[config.mk]
export PLATFORM = sky130hd
export DESIGN_NAME = water_inlet_arbiter
export DESIGN_NICKNAME = d
export VERILOG_FILES = /design/src/rtl/water_inlet_arbiter_pkg.sv /design/src/rtl/water_inlet_arbiter_rr_pick.sv /design/src/rtl/water_inlet_arbiter.sv
export SDC_FILE = /design/constraint.sdc
export NUM_CORES = 1
export LEC_CHECK = 0
export ABC_CLOCK_PERIOD_IN_PS = 3950
export CAP_MARGIN = 30
export CORE_MARGIN = 3
export CORE_UTILIZATION = 60
export CTS_BUF_LIST = sky130_fd_sc_hd__clkbuf_2
export DETAILED_ROUTE_END_ITERATION = 10
export PLACE_DENSITY_LB_ADDON = 0.08
export SETUP_SLACK_MARGIN = 0.1
export SLEW_MARGIN = 20
export SYNTH_ARGS = -nofsm -noshare
export SYNTH_HDL_FRONTEND = slang
export SYNTH_SLANG_ARGS = --single-unit
[constraint.sdc]
create_clock -name clk -period 3.95 [get_ports clk]
set_input_delay 0.395 -clock clk [delete_from_list [all_inputs] [get_ports clk]]
set_output_delay 0.395 -clock clk [all_outputs]
set_load 0.01 [all_outputs]
[src/rtl/water_inlet_arbiter_pkg.sv]
// Shared types and constants for the water-inlet arbiter.
// Holds the arbiter state encoding, default parameter values and the width helper.
package wash_pkg;

    typedef enum logic [1:0] {
        IDLE = 2'd0,
        FILL = 2'd1,
        GAP  = 2'd2
    } arb_state_t;

    localparam int DEF_NUM_WASHERS     = 4;
    localparam int DEF_MAX_FILL_CYCLES = 1024;
    localparam int DEF_SWITCH_GAP      = 4;

    // Width of an index into n items. The result is never below one bit, so the
    // value stays usable when n is 1.
    function automatic int sel_w(input int n);
        return (n > 1) ? $clog2(n) : 1;
    endfunction

endpackage

[src/rtl/water_inlet_arbiter_rr_pick.sv]
// Combinational round-robin picker.
// Finds the first eligible washer at or above last+1, wrapping at the top.
// Works by rotating the eligible vector, priority-encoding it, then un-rotating.
module rr_pick #(
    parameter int NUM_WASHERS = 4,
    parameter int SEL_W       = 2
) (
    input  logic [NUM_WASHERS-1:0] eligible,
    input  logic [SEL_W-1:0]       last,
    output logic                   found,
    output logic [SEL_W-1:0]       pick
);

    localparam logic [SEL_W-1:0] LAST_IDX = SEL_W'(NUM_WASHERS - 1);
    localparam logic [SEL_W:0]   N_EXT    = (SEL_W + 1)'(NUM_WASHERS);

    logic [SEL_W-1:0]         start;
    logic [2*NUM_WASHERS-1:0] doubled;
    logic [2*NUM_WASHERS-1:0] shifted;
    logic [NUM_WASHERS-1:0]   rotated;
    logic [SEL_W-1:0]         offset;
    logic [SEL_W:0]           sum;

    // Rotate so that washer last+1 sits at bit 0.
    always_comb begin
        start   = (last == LAST_IDX) ? '0 : last + 1'b1;
        doubled = {eligible, eligible};
        shifted = doubled >> start;
        rotated = shifted[NUM_WASHERS-1:0];
    end

    // Priority-encode the rotated vector (lowest bit wins), then map the offset back to a washer index.
    always_comb begin
        found  = 1'b0;
        offset = '0;
        for (int k = NUM_WASHERS - 1; k >= 0; k--) begin
            if (rotated[k]) begin
                found  = 1'b1;
                offset = SEL_W'(k);
            end
        end
        sum  = {1'b0, offset} + {1'b0, start};
        pick = (sum >= N_EXT) ? SEL_W'(sum - N_EXT) : SEL_W'(sum);
    end

endmodule

[src/rtl/water_inlet_arbiter.sv]
// Water-inlet arbiter: shares one inlet valve among several washer controllers.
// Round-robin grants, each bounded by a fill watchdog and followed by a closed-valve gap.
// All outputs are registered; reset is asynchronous and forces the valve closed immediately.
module water_inlet_arbiter
    import wash_pkg::*;
#(
    parameter int NUM_WASHERS     = DEF_NUM_WASHERS,
    parameter int MAX_FILL_CYCLES = DEF_MAX_FILL_CYCLES,
    parameter int SWITCH_GAP      = DEF_SWITCH_GAP
) (
    input  logic                              clk,
    input  logic                              reset,
    input  logic [NUM_WASHERS-1:0]            fill_req,
    input  logic [NUM_WASHERS-1:0]            level_full,
    input  logic [NUM_WASHERS-1:0]            fault_clr,
    output logic [NUM_WASHERS-1:0]            grant,
    output logic                              valve_open,
    output logic [sel_w(NUM_WASHERS)-1:0]     valve_sel,
    output logic [NUM_WASHERS-1:0]            fill_fault,
    output logic                              busy
);

    localparam int SEL_W = sel_w(NUM_WASHERS);
    localparam int CNT_W = sel_w(MAX_FILL_CYCLES);
    localparam int GAP_W = sel_w(SWITCH_GAP);

    localparam logic [SEL_W-1:0]       LAST_INIT = SEL_W'(NUM_WASHERS - 1);
    localparam logic [CNT_W-1:0]       FILL_LAST = CNT_W'(MAX_FILL_CYCLES - 1);
    localparam logic [GAP_W-1:0]       GAP_LAST  = GAP_W'(SWITCH_GAP - 1);
    localparam logic [NUM_WASHERS-1:0] ONE_HOT0  = {{(NUM_WASHERS - 1){1'b0}}, 1'b1};

    arb_state_t             state_q, state_d;
    logic [SEL_W-1:0]       last_q, last_d;
    logic [CNT_W-1:0]       fill_cnt_q, fill_cnt_d;
    logic [GAP_W-1:0]       gap_cnt_q, gap_cnt_d;

    logic [NUM_WASHERS-1:0] grant_d;
    logic                   valve_open_d;
    logic [SEL_W-1:0]       valve_sel_d;
    logic [NUM_WASHERS-1:0] fill_fault_d;
    logic                   busy_d;

    logic [NUM_WASHERS-1:0] eligible;
    logic [NUM_WASHERS-1:0] fault_set;
    logic                   pick_found;
    logic [SEL_W-1:0]       pick_idx;
    logic                   release_now;

    // A washer competes only while requesting, not yet full and not faulted.
    always_comb begin
        eligible = fill_req & ~level_full & ~fill_fault;
    end

    rr_pick #(
        .NUM_WASHERS (NUM_WASHERS),
        .SEL_W       (SEL_W)
    ) u_rr_pick (
        .eligible (eligible),
        .last     (last_q),
        .found    (pick_found),
        .pick     (pick_idx)
    );

    // Next-state and next-output logic; every register holds unless a transition updates it.
    always_comb begin
        state_d      = state_q;
        last_d       = last_q;
        fill_cnt_d   = fill_cnt_q;
        gap_cnt_d    = gap_cnt_q;
        grant_d      = grant;
        valve_open_d = valve_open;
        valve_sel_d  = valve_sel;
        fault_set    = '0;
        release_now  = level_full[valve_sel] | ~fill_req[valve_sel];

        case (state_q)
            IDLE: begin
                if (pick_found) begin
                    state_d      = FILL;
                    grant_d      = ONE_HOT0 << pick_idx;
                    valve_open_d = 1'b1;
                    valve_sel_d  = pick_idx;
                    last_d       = pick_idx;
                    fill_cnt_d   = '0;
                end
            end
            FILL: begin
                // A release in the timeout cycle takes precedence, so no fault is raised.
                if (release_now) begin
                    state_d      = GAP;
                    grant_d      = '0;
                    valve_open_d = 1'b0;
                    gap_cnt_d    = '0;
                end else if (fill_cnt_q == FILL_LAST) begin
                    state_d      = GAP;
                    grant_d      = '0;
                    valve_open_d = 1'b0;
                    gap_cnt_d    = '0;
                    fault_set    = ONE_HOT0 << valve_sel;
                end else begin
                    fill_cnt_d = fill_cnt_q + 1'b1;
                end
            end
            GAP: begin
                // valve_sel keeps its value so the manifold does not move while closed.
                if (gap_cnt_q == GAP_LAST) begin
                    state_d = IDLE;
                end else begin
                    gap_cnt_d = gap_cnt_q + 1'b1;
                end
            end
            default: begin
                state_d      = IDLE;
                grant_d      = '0;
                valve_open_d = 1'b0;
            end
        endcase

        // A watchdog set outranks a clear arriving in the same cycle.
        fill_fault_d = (fill_fault & ~fault_clr) | fault_set;
        busy_d       = (state_d != IDLE);
    end

    // State, counters and registered outputs.
    always_ff @(posedge clk or posedge reset) begin
        if (reset) begin
            state_q    <= IDLE;
            last_q     <= LAST_INIT;
            fill_cnt_q <= '0;
            gap_cnt_q  <= '0;
            grant      <= '0;
            valve_open <= 1'b0;
            valve_sel  <= '0;
            fill_fault <= '0;
            busy       <= 1'b0;
        end else begin
            state_q    <= state_d;
            last_q     <= last_d;
            fill_cnt_q <= fill_cnt_d;
            gap_cnt_q  <= gap_cnt_d;
            grant      <= grant_d;
            valve_open <= valve_open_d;
            valve_sel  <= valve_sel_d;
            fill_fault <= fill_fault_d;
            busy       <= busy_d;
        end
    end

endmodule

==> reports/metrics.yaml <==
outcome: "complete, no violations"
r2r-start: "last_q[0]$_DFFE_PP1P_"
syn_area_um2: 1740
yosys_warnings: 0
portBuffers: 25
startpoint_type: "input pin"
synth-seq-cells: 28
dieWidth_um: 59.9
power.leakage_nw: 0.847
start_util_pct: 66.7
multi_input_area_um2: 961
hold_violations: 0
setup_tns_ps: 0
worst_slew_pin_slew_ps: 793
regArea_um2: 703
whs_ps: 266
drc: 0
ioPinCount: 26
cp-end-kind: "flop"
slew_violations: 0
cts_hold_buf: 0
ys_async_sr_fraction_pct: 100
critPathMaxFanout: 5
cp_num_cells: 11
gp_congestion: 0.894
period_share_pct: 69.0
ys_seq_area_share_pct: 40.3
most-common-layout-cells: "dfrtp_1, clkdlybuf4s50_1, nand2_1"
path_class: "in2reg"
cp_top_family: "compound AO/OA/AOI/OAI gates"
ant_nets: 0
cap_violations: 0
track_usage_pct: 24.9
layout_commonest_cell: "dfrtp_1"
fmax_ghz: 0.367
core-area_um2: 2610
cts_made_buffers: 3
avgSynthCellArea_um2: 9.68
synth_fp_nets: 198
ir_drop_v: 0.000576
dp_cells: 229
grt_overflow_total: 0
fin_cells: 233
slew_headroom_pct: 46.6
powerDensity_nw_per_um2: 633
worstPathRequired_ps: 4280
path_clk_slew_ps: 270
htreeDepth: 1
syn_inst: 180
nFillCells: 169
cpPeakStageDelay_ps: 540
wl_mm: 3.94
p_int_w: 0.000740
crit_start: "fill_req[3]"
crit_end: "grant[3]$_DFFE_PP0P_"
drive_gt1_share_pct: 11.8
clock_path_buffers: 2
die_area_um2: 3590
finalCriticalPeriod_ps: 2720
p_sw_w: 0.000569
area_growth_syn_to_layout_pct: 18.5
hp-class: "in2async"
hpwl_mm: 3.00
synth_edf_count: 0
reg2reg_to: "grant[3]$_DFFE_PP0P_"
power_w: 0.00131
cts-root-buf: "clkbuf_2"
viasPerCell: 6.42
rsz0062_at_grt: "no"
ys.flop_type: "dfrtp_1"
grt_max_degree: 19
clk-insertion-delay-late_ps: 380
row_count: 18
finClkSkew_ps: 1.89
switching_share_pct: 43.5
grt_pass1_wl_mm: 6.62
grt_pass1_vias: 1448
vias: 1496
route.detailed.wl_per_inst_um: 16.9
reg2regPathDepth: 12
antenna_found_initial: 0
worstPathCellList: "clkdlybuf4s50_1, nor3b_1, nor3_1, a31oi_1, a21oi_1, a221o_1, ha_1, xnor2_1, nand3_1, o21bai_1, o211ai_1"
fin_area_um2: 2070
postCtsSetupBuffers: 0
ys_types: 54
slowest_stage: "nor3b_1"
power_frac_comb_pct: 53.1
final_nets: 222
reg2reg_slack_ps: 1240
cts_sinks: 28
cp.arrival_ps: 3060
dr.pass1.iters: 4
finalSetupViolations: 0
p_seq_share_pct: 33.3
die_h_um: 59.9
clkPwrFrac_pct: 13.6
cts_tree: "yes"
placed_area_um2: 2020
worstPathBufferInverterCount: 1
drtIter0Drc: 111
cts_resized: 0
n_antenna_cell: 0
state kept, by name (all words and copies together) (netlist names):
signal / flops
state_q: 2
valve_open: 1
fill_fault: 4
last_q: 2
gap_cnt_q: 2
valve_sel: 2
busy: 1
grant: 4
fill_cnt_q: 10
worst min path at each step:
stage                                     end  depth (start not counted)                  start  slack (ps)
finish              fill_cnt_q[4]$_DFFE_PP0P_                          2                  reset         270
global route         gap_cnt_q[1]$_DFFE_PP0P_                          2                  reset         250
global placement        last_q[0]$_DFFE_PP1P_                          2  last_q[0]$_DFFE_PP1P_         460
CTS                  gap_cnt_q[1]$_DFFE_PP0P_                          2                  reset         260
floorplan               last_q[0]$_DFFE_PP1P_                          2  last_q[0]$_DFFE_PP1P_         450
detailed placement      last_q[0]$_DFFE_PP1P_                          2  last_q[0]$_DFFE_PP1P_         470
worst register-to-register path, stage by stage, from the launching register on:
cell and delay [ps]:
dfstp_2 450, ha_1 180, or2_4 260, inv_2 120, nor3_1 70, a311oi_1 260, a21oi_1 70, a221o_1 270
ha_1 210, xnor2_1 330, nand3_1 140, o21bai_1 180, o211ai_1 120
power groups by stage:
stage / registers [W] / clock network (W) / logic, W
final: 0.000436 / 0.000178 / 0.000694
after global routing: 0.000447 / 0.000191 / 0.000767
after CTS: 0.000434 / 0.000181 / 0.000689
after detailed placement: 0.000440 / 0 / 0.000685
after global placement: 0.000435 / 0 / 0.000652
after floorplan: 0.000418 / 0 / 0.000523
cells in the mapped netlist (2+ instances only):
library cell  number  area [um^2]
a21oi_1            3         15.0
a41oi_1            2         17.5
and3_1             3         18.8
buf_2              3         15.0
clkbuf_1           3         11.3
dfrtp_1           26          651
dfstp_2            2         52.6
ha_1               4         50.1
inv_1             10         37.5
mux2_2             2         22.5
mux2i_1            4         40.0
nand2_1           21         78.8
nand2b_1           5         31.3
nand3_1            7         35.0
nand3b_1           2         15.0
nor2_1            17         63.8
nor3_1             4         20.0
nor3b_1            3         22.5
nor4_2             3         37.5
o211ai_1           8         60.1
o21ai_0            3         15.0
o21bai_1           2         15.0
o32ai_1            4         35.0
or3b_1             3         26.3
xnor2_1            7         61.3
layout make-up:
type | instances | area share [%]
clock buffer | 3 | 0.727
tap | 30 | 1.82
inverter | 11 | 2.00
sequential | 28 | 34.0
multi-input combinational | 134 | 46.5
timing repair buffer | 26 | 13.4
clock inverter | 1 | 1.45
through the flow:
step / setup slack (ps) / util [%]
detailed placement: 836 / 77.3
CTS: 1260 / 79.1
global route: 1030 / 79.1
finish: 1230 / 79.1
global placement: 938 / 76.3
floorplan: 1480 / -
metal layers:
metal	wire length, um	vias up	track usage [%]
li1	-	702	-
met1	1660	729	31.0
met2	2000	54	41.7
met3	190	11	3.67
met4	90	0	12.3
met5	0	-	0
cell families (layout without fill, tap and decap cells):
logic type               after synthesis  after routing  share of synthesized area, %
AND/OR/NAND/NOR                       79             79                          26.3
AO/OA/AOI/OAI                         36             36                          17.1
flip-flops                            28             28                          40.3
buffers and inverters                 18             41                          4.52
XOR/XNOR                               8              8                          4.02
multiplexers                           7              7                          4.88
adder cells (fa/ha/maj)                4              4                          2.87
Power figures use the tool's default switching activity.
